## src/rtl/counter_pkg.sv

```systemverilog
// Shared types and constants for the up/down modulo counter and its prescaler.
// Purely declarative: no logic, no latency, no backpressure.
package counter_pkg;

  typedef logic [1:0] speed_t;

  localparam logic DIR_UP   = 1'b1;
  localparam logic DIR_DOWN = 1'b0;

  localparam speed_t SPEED_1X = 2'd0;
  localparam speed_t SPEED_2X = 2'd1;
  localparam speed_t SPEED_4X = 2'd2;
  localparam speed_t SPEED_8X = 2'd3;

  // Each speed step halves the number of clock cycles per count.
  function automatic int tick_period(input int div_base, input speed_t speed);
    return div_base >> speed;
  endfunction

endpackage

```

## src/rtl/tick_prescaler.sv

```systemverilog
// Count-enable generator: one-cycle tick every (DIV_BASE >> speed) running cycles, tick is combinational.
// No backpressure; run=0 freezes the phase, clear restarts it from zero at the next edge.
module tick_prescaler
  import counter_pkg::*;
#(
  parameter int DIV_BASE = 50_000_000
) (
  input  logic   clk,
  input  logic   reset_n,
  input  speed_t speed,
  input  logic   run,
  input  logic   clear,
  output logic   tick
);

  localparam int PW = $clog2(DIV_BASE);

  logic [PW-1:0] r_pre;
  logic [PW-1:0] w_limit;

  assign w_limit = PW'(tick_period(DIV_BASE, speed) - 1);
  assign tick    = run && (r_pre == w_limit);

  // clear wins so a speed change always starts a full new period.
  always_ff @(posedge clk or negedge reset_n) begin
    if (!reset_n) begin
      r_pre <= '0;
    end else if (clear) begin
      r_pre <= '0;
    end else if (tick) begin
      r_pre <= '0;
    end else if (run) begin
      r_pre <= r_pre + PW'(1);
    end
  end

endmodule

```

## src/rtl/updown_mod_counter.sv

```systemverilog
// Modulo-MOD up/down counter with speed prescaler, pause and clamped load; q updates at the tick edge.
// No backpressure; tick and tc are combinational pulses for cascading the next digit.
module updown_mod_counter
  import counter_pkg::*;
#(
  parameter int N        = 4,
  parameter int MOD      = 10,
  parameter int DIV_BASE = 50_000_000
) (
  input  logic         clk,
  input  logic         reset_n,
  input  logic         btn_ud,
  input  logic         btn_speed,
  input  logic         btn_pause,
  input  logic         load,
  input  logic [N-1:0] load_val,
  output logic [N-1:0] q,
  output logic         dir,
  output speed_t       speed,
  output logic         paused,
  output logic         tick,
  output logic         tc
);

  localparam logic [N-1:0] MAX_Q = N'(MOD - 1);
  localparam logic [N-1:0] ONE_Q = N'(1);

  logic [N-1:0] r_q;
  logic         r_dir;
  speed_t       r_speed;
  logic         r_paused;

  logic         w_run;
  logic         w_tick;
  logic         w_at_wrap;
  logic [N-1:0] w_step_q;
  logic [N-1:0] w_load_q;

  assign w_run = !r_paused;

  tick_prescaler #(
    .DIV_BASE(DIV_BASE)
  ) u_prescaler (
    .clk    (clk),
    .reset_n(reset_n),
    .speed  (r_speed),
    .run    (w_run),
    .clear  (btn_speed),
    .tick   (w_tick)
  );

  // Wrap is detected against MOD-1 explicitly so MOD < 2^N never relies on overflow.
  always_comb begin
    w_at_wrap = (r_dir == DIR_UP) ? (r_q == MAX_Q) : (r_q == '0);
    if (r_dir == DIR_UP) begin
      w_step_q = w_at_wrap ? '0 : (r_q + ONE_Q);
    end else begin
      w_step_q = w_at_wrap ? MAX_Q : (r_q - ONE_Q);
    end
    w_load_q = (32'(load_val) < MOD) ? load_val : MAX_Q;
  end

  always_ff @(posedge clk or negedge reset_n) begin
    if (!reset_n) begin
      r_q      <= '0;
      r_dir    <= DIR_UP;
      r_speed  <= SPEED_1X;
      r_paused <= 1'b0;
    end else begin
      if (load) begin
        r_q <= w_load_q;
      end else if (w_tick) begin
        r_q <= w_step_q;
      end
      if (btn_ud) begin
        r_dir <= ~r_dir;
      end
      if (btn_speed) begin
        r_speed <= r_speed + 2'd1;
      end
      if (btn_pause) begin
        r_paused <= ~r_paused;
      end
    end
  end

  assign q      = r_q;
  assign dir    = r_dir;
  assign speed  = r_speed;
  assign paused = r_paused;
  assign tick   = w_tick;
  assign tc     = w_tick && !load && w_at_wrap;

endmodule

```

## config.mk

```make
export PLATFORM = sky130hd
export DESIGN_NAME = updown_mod_counter
export DESIGN_NICKNAME = d
export VERILOG_FILES = /design/src/rtl/counter_pkg.sv /design/src/rtl/tick_prescaler.sv /design/src/rtl/updown_mod_counter.sv
export SDC_FILE = /design/constraint.sdc
export NUM_CORES = 1
export LEC_CHECK = 0
export ABC_AREA = 1
export CAP_MARGIN = 20
export CORE_UTILIZATION = 40
export CTS_CLUSTER_DIAMETER = 120
export CTS_CLUSTER_SIZE = 24
export DETAILED_ROUTE_END_ITERATION = 10
export DONT_BUFFER_PORTS = 1
export GPL_ROUTABILITY_DRIVEN = 1
export GPL_TIMING_DRIVEN = 0
export MAX_ROUTING_LAYER = met4
export PLACE_DENSITY = 0.52
export SETUP_SLACK_MARGIN = 0.02
export SYNTH_ARGS = -nofsm -noshare
export SYNTH_HDL_FRONTEND = slang
export SYNTH_HIERARCHICAL = 1
export SYNTH_SLANG_ARGS = --single-unit
```

## constraint.sdc

```tcl
create_clock -name clk -period 3 [get_ports clk]
set_input_delay 0 -clock clk [delete_from_list [all_inputs] [get_ports clk]]
set_output_delay 0 -clock clk [all_outputs]
set_load 0.01 [all_outputs]
```

==> impl_metrics.json, run 1 <==
{
  "setup_violations": 0,
  "slew_viol_final": 0,
  "initial_utilization_pct": 42.37,
  "core_area_um2": 6982,
  "synthesis.nets": 499,
  "drt_iter0_drc": 208,
  "grt_pass1_wl_mm": 13.56,
  "wl_per_cell_um": 13.70,
  "drc": 0,
  "synth_top_cells_by_area": "dfrtp_1 28%, nand2_1 26%, nor2_1 7.7%, inv_1 7.1%, nand3_2 7.1%",
  "mostFrequentLayoutCell": "nand2_1",
  "htreeDepth": 2,
  "grt_max_degree": 35,
  "dr.pass1.iters": 5,
  "insertion_delay_ps": 290,
  "num-fill-cells": 777,
  "num_rows": 30,
  "min_path_type": "in2out",
  "synth_area_per_cell_um2": 6.111,
  "overflow": 0,
  "n_antenna_cell": 0,
  "ir_drop_mv": 0.2799,
  "yosys.cell_types.count": 28,
  "regArea_um2": 854.6,
  "vias_per_cell": 4.911,
  "max-cap-violations": 0,
  "grt_pass1_vias": 2732,
  "clock_sinks": 34,
  "root_buffer": "clkbuf_8",
  "clkTransAtPathRegs_ps": 70,
  "dr_total_vias": 2937,
  "whs_ps": 29.65,
  "antenna_left": 0,
  "antenna_found_initial": 0,
  "die_w_um": 87.99,
  "critPathRequiredTime_ps": 3000,
  "synth.largest_area_cell": "dfrtp_1",
  "dieArea_um2": 7742,
  "rsz0062_at_grt": "false",
  "multiInputGateArea_um2": 1808,
  "critical_path_class": "reg2out",
  "drive_above_1_share_pct": 11.35,
  "final_cell_mix": "205 x nand2_1, 59 x nor2_1, 54 x inv_1, 34 x nand3_1, 31 x dfrtp_1",
  "dp_hpwl_mm": 6.220,
  "finClkSkew_ps": 4.876,
  "p_leak_nw": 1.696,
  "dieHeight_um": 87.99,
  "end_kind": "output pin",
  "cts_max_path_buffers": 2,
  "placed_cell_area_um2": 3078,
  "maxSlewHeadroom_pct": 63.68,
  "fmax_mhz": 374.2,
  "tightest_slew_ps": 542.7,
  "boundaryPins": 20,
  "place_congestion": 0.8986,
  "portBuffers": 0,
  "grtUsageTotal_pct": 23.96,
  "post_synth_inst_count": 484,
  "final.min_clock_period_ps": 2672,
  "timing.final.crit_share_pct": 89.07,
  "stdcell_area_um2": 3303,
  "powerDensity_nw_per_um2": 493.4,
  "arrival_ps": 2670,
  "cts_tree": "built",
  "status": "completed",
  "numCtsBuffers": 5,
  "hold_viol_final": 0,
  "final.setup.tns_ps": 0,
  "area_growth_pct": 11.68,
  "wl_mm": 8.190,
  "syn_area_um2": 2958,
  "start_kind": "flop",
  "synth-seq-cells": 34,
  "cp_max_fo": 10,
  "final_nets": 516,
  "yosysTopAreaCellShare_pct": 27.92,
  "ys_warn_count": 6,
  "ys_seq_area_share_pct": 28.81
}
==> critical path: stages, from the launching register on <==
cell and delay [ps]:
dfrtp_2 490, inv_2 120, nand2_1 110, ha_1 320, nand2_1 100, inv_1 50
nor2_1 80, nand2_1 60, nor2_1 90, nand2_1 70, nor2_2 140, nand2_2 130
buf_6 180, inv_2 100, inv_1 100, nor3_4 240
==> layer usage <==
metal	wire length [um]	vias to the layer above	GRT usage, %	part of all wire (%)
li1	-	1524	-	-
met4	122	0	6.259	1.5
met2	3811	64	39.18	47
met5	0	-	-	0
met3	294	10	3.299	3.6
met1	3962	1339	31.03	48
==> synthesized netlist by cell type <==
| cell | instances |
|---|---|
| nand3_2 | 21 |
| dfstp_2 | 1 |
| a21oi_1 | 4 |
| and2_1 | 1 |
| inv_6 | 1 |
| nor2_2 | 2 |
| nand2_2 | 5 |
| nand3_1 | 34 |
| buf_6 | 5 |
| nor3_1 | 3 |
| clkbuf_1 | 5 |
| nand2_4 | 1 |
| a22oi_1 | 2 |
| a31oi_1 | 1 |
| o211ai_1 | 1 |
| o41ai_1 | 1 |
| buf_2 | 2 |
| nand2_1 | 205 |
| o21ai_0 | 9 |
| inv_2 | 4 |
| ha_1 | 5 |
| xor2_1 | 12 |
| o21ai_1 | 2 |
| nor2_1 | 61 |
| nand4_1 | 4 |
| inv_1 | 56 |
| dfrtp_1 | 33 |
| xnor2_1 | 3 |
==> power by group <==
| part | switching [W] | total (W) | internal [W] | leakage, nW |
|---|---|---|---|---|
| Clock | 0.000171 | 0.000357 | 0.000185 | 0.0482 |
| Sequential | 0.0000841 | 0.000596 | 0.000512 | 0.455 |
| Combinational | 0.000449 | 0.000677 | 0.000228 | 1.19 |
==> logic make-up after synthesis <==
logic type                 count (synthesis)  share of synthesized area (%)
AOI/OAI and AO/OA                         20                          3.807
and+or+nand+nor                          337                          50.04
adders and majority gates                  5                          2.115
DFF                                       34                          28.81
xor gates and xnor gates                  15                          4.442
buffers and inverters                     73                          10.79
==> layout make-up <==
class                           count  share of cell area [%]
Multi-Input combinational cell    377                   54.73
Inverter                           61                   7.083
Tap cell                           96                   3.636
Timing Repair Buffer               10                   3.333
Clock buffer                        7                   2.614
Buffer                             12                   2.576
Sequential cell                    34                   25.87
Clock inverter                      1                  0.1515
==> stage by stage <==
stage | cells | power [W] | worst slack (ps) | util, %
after detailed placement | 580 | 0.001247 | 170.5 | 44.09
after floorplan | 484 | 0.001107 | 644.4 | -
final | 598 | 0.001630 | 327.8 | 47.31
after global routing | 598 | 0.001776 | 40.74 | 47.31
after CTS | 598 | 0.001635 | 54.77 | 46.97
after global placement | 580 | 0.001244 | 139.8 | 44.09
==> final timing paths <==
path	start	to	slack, ps	depth (start not counted)
worst max-delay path	speed[0]	tc	330	15
max in group asynchronous	reset_n	dir	2580	2
worst max register to register	speed[0]	q[1]	450	17
min in group asynchronous	reset_n	paused	170	2
worst min register to register	speed[1]	speed[1]	540	1
worst min-delay path	load	tc	30	1
==> sequential cells by signal, indices dropped and copies added, names as in the netlist <==
| name | count |
|---|---|
| u_prescaler/r_pre | 26 |
| q | 4 |
| speed | 2 |
| dir | 1 |
| paused | 1 |
==> what timing repair did <==
| item | in CTS | in global routing |
|---|---|---|
| setup endpoints to repair | 0 | 5 |
| buffers inserted | 0 | 0 |
| hold buffers | 10 | 0 |
| hold endpoints to repair | 48 | 0 |
| gates resized for setup | 0 | 9 |
No activity file was read; power rests on OpenSTA's default activity.
==> run 2: changes to the inputs <==
Clock period 3 ns to 3.2 ns, I/O delays scaled along.
==> run 2 against run 1 <==
Core utilization down 0.23 points. Sequential power down 6.9%. Critical path depth unchanged. Via count down 1.5%. Routed wire length down 0.82%. Clock power down 5.9%. Cell count unchanged. First-iteration DRC count up 3.4%. Flip-flop and latch count unchanged. Power down 6.7%. Critical endpoint unchanged. Highest routed layer unchanged.
==> impl_metrics.json, run 2 (synthesis gave the netlist of run 1 again) <==
{
  "use_met3_pct": 3.299,
  "final_cell_mix": "205 x nand2_1, 60 x nor2_1, 56 x inv_1, 34 x nand3_1, 33 x dfrtp_1",
  "setup_violations": 0,
  "seq_power_share_pct": 36.5,
  "antenna_left": 0,
  "portBuffers": 0,
  "num_rows": 30,
  "die_w_um": 87.99,
  "max-cap-violations": 0,
  "root_buffer": "clkbuf_8",
  "r2r_setup_slack_ps": 430,
  "tightest_slew_ps": 533.6,
  "path_cells": "inv_1 > nand2_1 > ha_1 > nand2_1 > inv_1 > nor2_1 > nand2_1 > nor2_1 > nand2_1 > nor2_1 > nand2_2 > buf_6 > inv_1 > inv_1 > nor3_2",
  "hold_viol_final": 0,
  "grt_pass1_wl_mm": 13.56,
  "timing.final.crit_share_pct": 88.76,
  "maxSlewHeadroom_pct": 64.29,
  "core_area_um2": 6982,
  "end_kind": "output pin",
  "max_flop_register": "u_prescaler/r_pre",
  "n_antenna_cell": 0,
  "drt_iter0_drc": 215,
  "wl_mm": 8.123,
  "htreeDepth": 2,
  "cts_tree": "built",
  "fmax_mhz": 352.1,
  "utilization_pct": 47.08,
  "total_power_w": 0.001520,
  "final.min_clock_period_ps": 2840,
  "drc": 0,
  "dieArea_um2": 7742,
  "use_met1_pct": 31.03,
  "top_usage_layer": "met2",
  "status": "completed",
  "critical_path_class": "reg2out",
  "vias_per_cell": 4.836,
  "mostFrequentLayoutCell": "nand2_1",
  "dieHeight_um": 87.99,
  "cp_max_fo": 10,
  "clock_sinks": 34,
  "critPathRequiredTime_ps": 3200,
  "final_nets": 516,
  "powerDensity_nw_per_um2": 462.4,
  "clkTransAtPathRegs_ps": 70,
  "grt_use_met2_pct": 39.18,
  "p_int_w": 0.0008638,
  "grt_pass1_vias": 2732,
  "power_frac_comb_pct": 41.4,
  "swShare_pct": 43.17,
  "p_leak_nw": 1.695,
  "boundaryPins": 20,
  "slowest_delay_ps": 500,
  "largest_reg_flops": 26,
  "numCtsBuffers": 5,
  "drive_above_1_share_pct": 10.36,
  "grtUsageTotal_pct": 23.96,
  "ir_drop_mv": 0.2618,
  "place_congestion": 0.8986,
  "postCtsSetupBuffers": 0,
  "min_path_type": "in2out",
  "slowest_stage": "dfrtp_1",
  "area_growth_pct": 11.13,
  "grt_max_degree": 35,
  "dr_total_vias": 2892,
  "rsz0062_at_grt": "true",
  "antenna_found_initial": 0,
  "finClkSkew_ps": 5.212,
  "insertion_delay_ps": 290,
  "arrival_ps": 2840,
  "final.setup.tns_ps": 0,
  "wl_per_cell_um": 13.58,
  "start_kind": "flop",
  "clkPwrFrac_pct": 22.1,
  "slew_viol_final": 0,
  "dr.pass1.iters": 4,
  "initial_utilization_pct": 42.37,
  "dp_hpwl_mm": 6.220,
  "cts_max_path_buffers": 2,
  "overflow": 0,
  "power_switching_w": 0.0006561
}
-- run 2: changes by cell type in the layout (fill, tap and decap cells not counted) --
cell | previous run | this run
dfrtp_1 | 31 | 33
dfrtp_2 | 2 | 0
inv_1 | 54 | 56
inv_2 | 6 | 4
nor2_1 | 59 | 60
nor2_4 | 1 | 0
nor3_2 | 0 | 1
nor3_4 | 1 | 0
-- run 2: cell type report --
cell class              instances  area, um2
well taps                      96      120.1
inverters                      61      234.0
fillers                       776       3695
clock buffers                   7      86.33
clock inverters                 1      5.005
flip-flops and latches         34      852.1
plain buffers                  12      85.08
repair buffers                 10      110.1
multi-input cells             377       1794
-- run 2: final timing paths --
path	endpoint	from	cells past startpoint
max	tc	speed[0]	15
min	tc	load	1
max reg2reg	q[1]	speed[0]	17
min reg2reg	u_prescaler/r_pre[0]	u_prescaler/r_pre[0]	2
max in group asynchronous	dir	reset_n	2
min in group asynchronous	u_prescaler/r_pre[2]	reset_n	2
-- run 2: power groups by stage --
stage | clock (W) | sequential (W) | combinational, W
global route | 0.000368 | 0.000564 | 0.000725
detailed placement | 0 | 0.000565 | 0.000604
finish | 0.000336 | 0.000555 | 0.000629
floorplan | 0 | 0.000550 | 0.000488
global placement | 0 | 0.000564 | 0.000602
CTS | 0.000346 | 0.000556 | 0.000631
-- run 2: layer usage --
metal  up-vias  part of all wire (%)
met1      1308                    49
li1       1523                     -
met2        52                    46
met3         9                   4.0
met4         0                   1.2
met5         -                     0
-- run 2: worst max-delay path: cells and delay by family (launching register included) --
| kind | cells | cell delay, ps |
|---|---|---|
| AND/OR/NAND/NOR | 9 | 1060 |
| buffers and inverters | 5 | 660 |
| flip-flops | 1 | 500 |
| adder cells (fa/ha/maj) | 1 | 320 |
-- run 2: stage by stage --
step	hold WS (ps)	cells	cell area (um2)	setup slack, ps
floorplan	-295.6	484	2958	844.4
global placement	-294.9	580	3078	339.8
detailed placement	-294.8	580	3078	370.5
CTS	57.76	598	3279	254.8
global route	36.50	598	3287	34.91
finish	35.43	598	3287	359.7
-- run 2: what timing repair did --
action | CTS | global route
hold endpoints to repair | 48 | 0
setup endpoints to repair | 0 | 2
hold buffers | 10 | 0
gates resized for setup | 0 | 2
==> run 3: changes to the inputs <==
Settings changed: CORE_MARGIN from default to 2.
==> run 3 against run 2 <==
Cell area grew 0.69%. Worst setup slack lost 46 ps. Via count grew 1.8%. Non-clock buffer count is the same. First-iteration DRC count shrank 26%. Die area grew 4.6%. Flip-flop and latch count is the same. Clock skew grew 2.2 ps. Cell count grew 0.50%. Power grew 2.8%. Register-to-register slack lost 40 ps. Critical path depth is the same. Critical path type unchanged.
==> impl_metrics.json, run 3 (synthesis gave the netlist of run 1 again) <==
{
  "status": "completed",
  "powerDensity_nw_per_um2": 472.0,
  "ir_drop_mv": 0.2314,
  "cts_max_path_buffers": 2,
  "n_antenna_cell": 0,
  "dieHeight_um": 89.99,
  "holdPathStages": 4,
  "slowest_stage": "dfrtp_1",
  "timing.final.crit_share_pct": 90.19,
  "path_cells": "inv_1 > nand2_1 > ha_1 > nand2_1 > inv_1 > nor2_1 > nand2_1 > nor2_1 > nand2_1 > nor2_1 > nand2_2 > buf_6 > inv_1 > inv_1 > nor3_2",
  "root_buffer": "clkbuf_8",
  "slowest_delay_ps": 500,
  "mostFrequentLayoutCell": "nand2_1",
  "critPathRequiredTime_ps": 3200,
  "final.min_clock_period_ps": 2886,
  "max_flop_register": "u_prescaler/r_pre",
  "final_nets": 516,
  "grt_max_degree": 35,
  "portBuffers": 0,
  "drc": 0,
  "final.setup.tns_ps": 0,
  "area_growth_pct": 11.89,
  "p_leak_nw": 1.704,
  "regArea_um2": 852.1,
  "wl_per_cell_um": 13.77,
  "cts_tree": "built",
  "dr.pass1.iters": 4,
  "path_buf_inv": 5,
  "rr_endpoint": "q[1]",
  "stdcell_area_um2": 3309,
  "dp_hpwl_mm": 6.276,
  "dr_total_vias": 2943,
  "boundaryPins": 20,
  "setup_violations": 0,
  "total_power_w": 0.001562,
  "numCtsBuffers": 5,
  "multiInputGateArea_um2": 1794,
  "place_inst": 583,
  "critical_path_class": "reg2out",
  "r2r_setup_slack_ps": 390,
  "crit_start": "speed[0]",
  "placed_cell_area_um2": 3082,
  "cp_max_fo": 10,
  "finClkSkew_ps": 7.418,
  "min_path_type": "in2reg",
  "place_congestion": 0.9198,
  "wl_mm": 8.275,
  "end_kind": "output pin",
  "fmax_mhz": 346.5,
  "rsz0062_at_grt": "false",
  "cp_num_cells": 15,
  "r2r_cells": 17,
  "num_rows": 31,
  "grt_pass1_wl_mm": 13.77,
  "final_cell_mix": "205 x nand2_1, 60 x nor2_1, 56 x inv_1, 34 x nand3_1, 33 x dfrtp_1",
  "antenna_found_initial": 0,
  "postCtsSetupBuffers": 0,
  "clkTransAtPathRegs_ps": 70,
  "max-cap-violations": 0,
  "clock_sinks": 34,
  "drive_above_1_share_pct": 10.56,
  "dieArea_um2": 8098,
  "largest_reg_flops": 26,
  "num-fill-cells": 803,
  "initial_utilization_pct": 41.00,
  "crit_path_end": "tc",
  "start_kind": "flop",
  "hold_viol_final": 0,
  "die_w_um": 89.99,
  "r2r_start": "speed[0]",
  "maxSlewHeadroom_pct": 65.00,
  "overflow": 0,
  "fin_cells": 601,
  "grtUsageTotal_pct": 21.61,
  "htreeDepth": 2,
  "tightest_slew_ps": 525.0,
  "antenna_left": 0,
  "drt_iter0_drc": 159,
  "arrival_ps": 2890,
  "core_area_um2": 7214,
  "slew_viol_final": 0,
  "vias_per_cell": 4.897,
  "path_delay_family": "simple AND/OR/NAND/NOR gates",
  "insertion_delay_ps": 280,
  "grt_pass1_vias": 2791
}
[run 3: cell types whose count changed in the layout (fill, tap and decap cells not counted), sizes merged]
cell | previous run | this run
clkbuf | 12 | 13
clkinv | 1 | 0
[run 3: how the worst min path moves through the flow]
| stage | start | slack, ps | endpoint |
|---|---|---|---|
| after floorplan | reset_n | -300 | paused |
| after global placement | reset_n | -290 | paused |
| after detailed placement | reset_n | -290 | u_prescaler/r_pre[0] |
| after CTS | load_val[2] | 9 | q[2] |
| after global routing | load_val[2] | 20 | q[2] |
| final | load_val[2] | 20 | q[2] |
[run 3: routing by layer]
metal  global-route usage, %  up-vias  part of all wire [%]
met3                   2.766        9                   3.1
met1                   28.78     1364                    49
met5                       -        -                     0
met2                   35.67       55                    47
met4                   4.487        0                   1.6
li1                        -     1515                     -
[run 3: where the power goes]
group	switching, W	leakage (nW)	internal (W)
logic	0.000414	1.19	0.000213
registers	0.0000794	0.457	0.000477
clock network	0.000160	0.0575	0.000217
[run 3: repair_timing]
| item | 4_1_cts | 5_1_grt |
|---|---|---|
| hold buffers | 10 | 0 |
| hold endpoints to repair | 48 | 0 |
| resized for setup | 0 | 2 |
| endpoints found under the setup margin | 0 | 2 |
[run 3: per-stage QoR]
step                util [%]  hold slack [ps]  worst slack, ps
floorplan                  -           -295.6            844.4
global placement       42.72           -294.8            365.8
detailed placement     42.72           -294.8            382.6
CTS                    45.77            9.401            246.1
global route           45.87            24.83            21.31
finish                 45.87            17.47            314.0
[run 3: tightest hold or removal path, cell delays in order]
cell     delay [ps]
nand3_1          70
o21ai_0          80
inv_1            40
nand2_1          60
[run 3: cell type report]
type	instances	area share (%)
sequential	34	25.75
tap	99	3.743
inverter	61	7.070
buffer	12	2.571
multi-input combinational	377	54.22
timing repair buffer	10	3.327
clock buffer	8	3.327
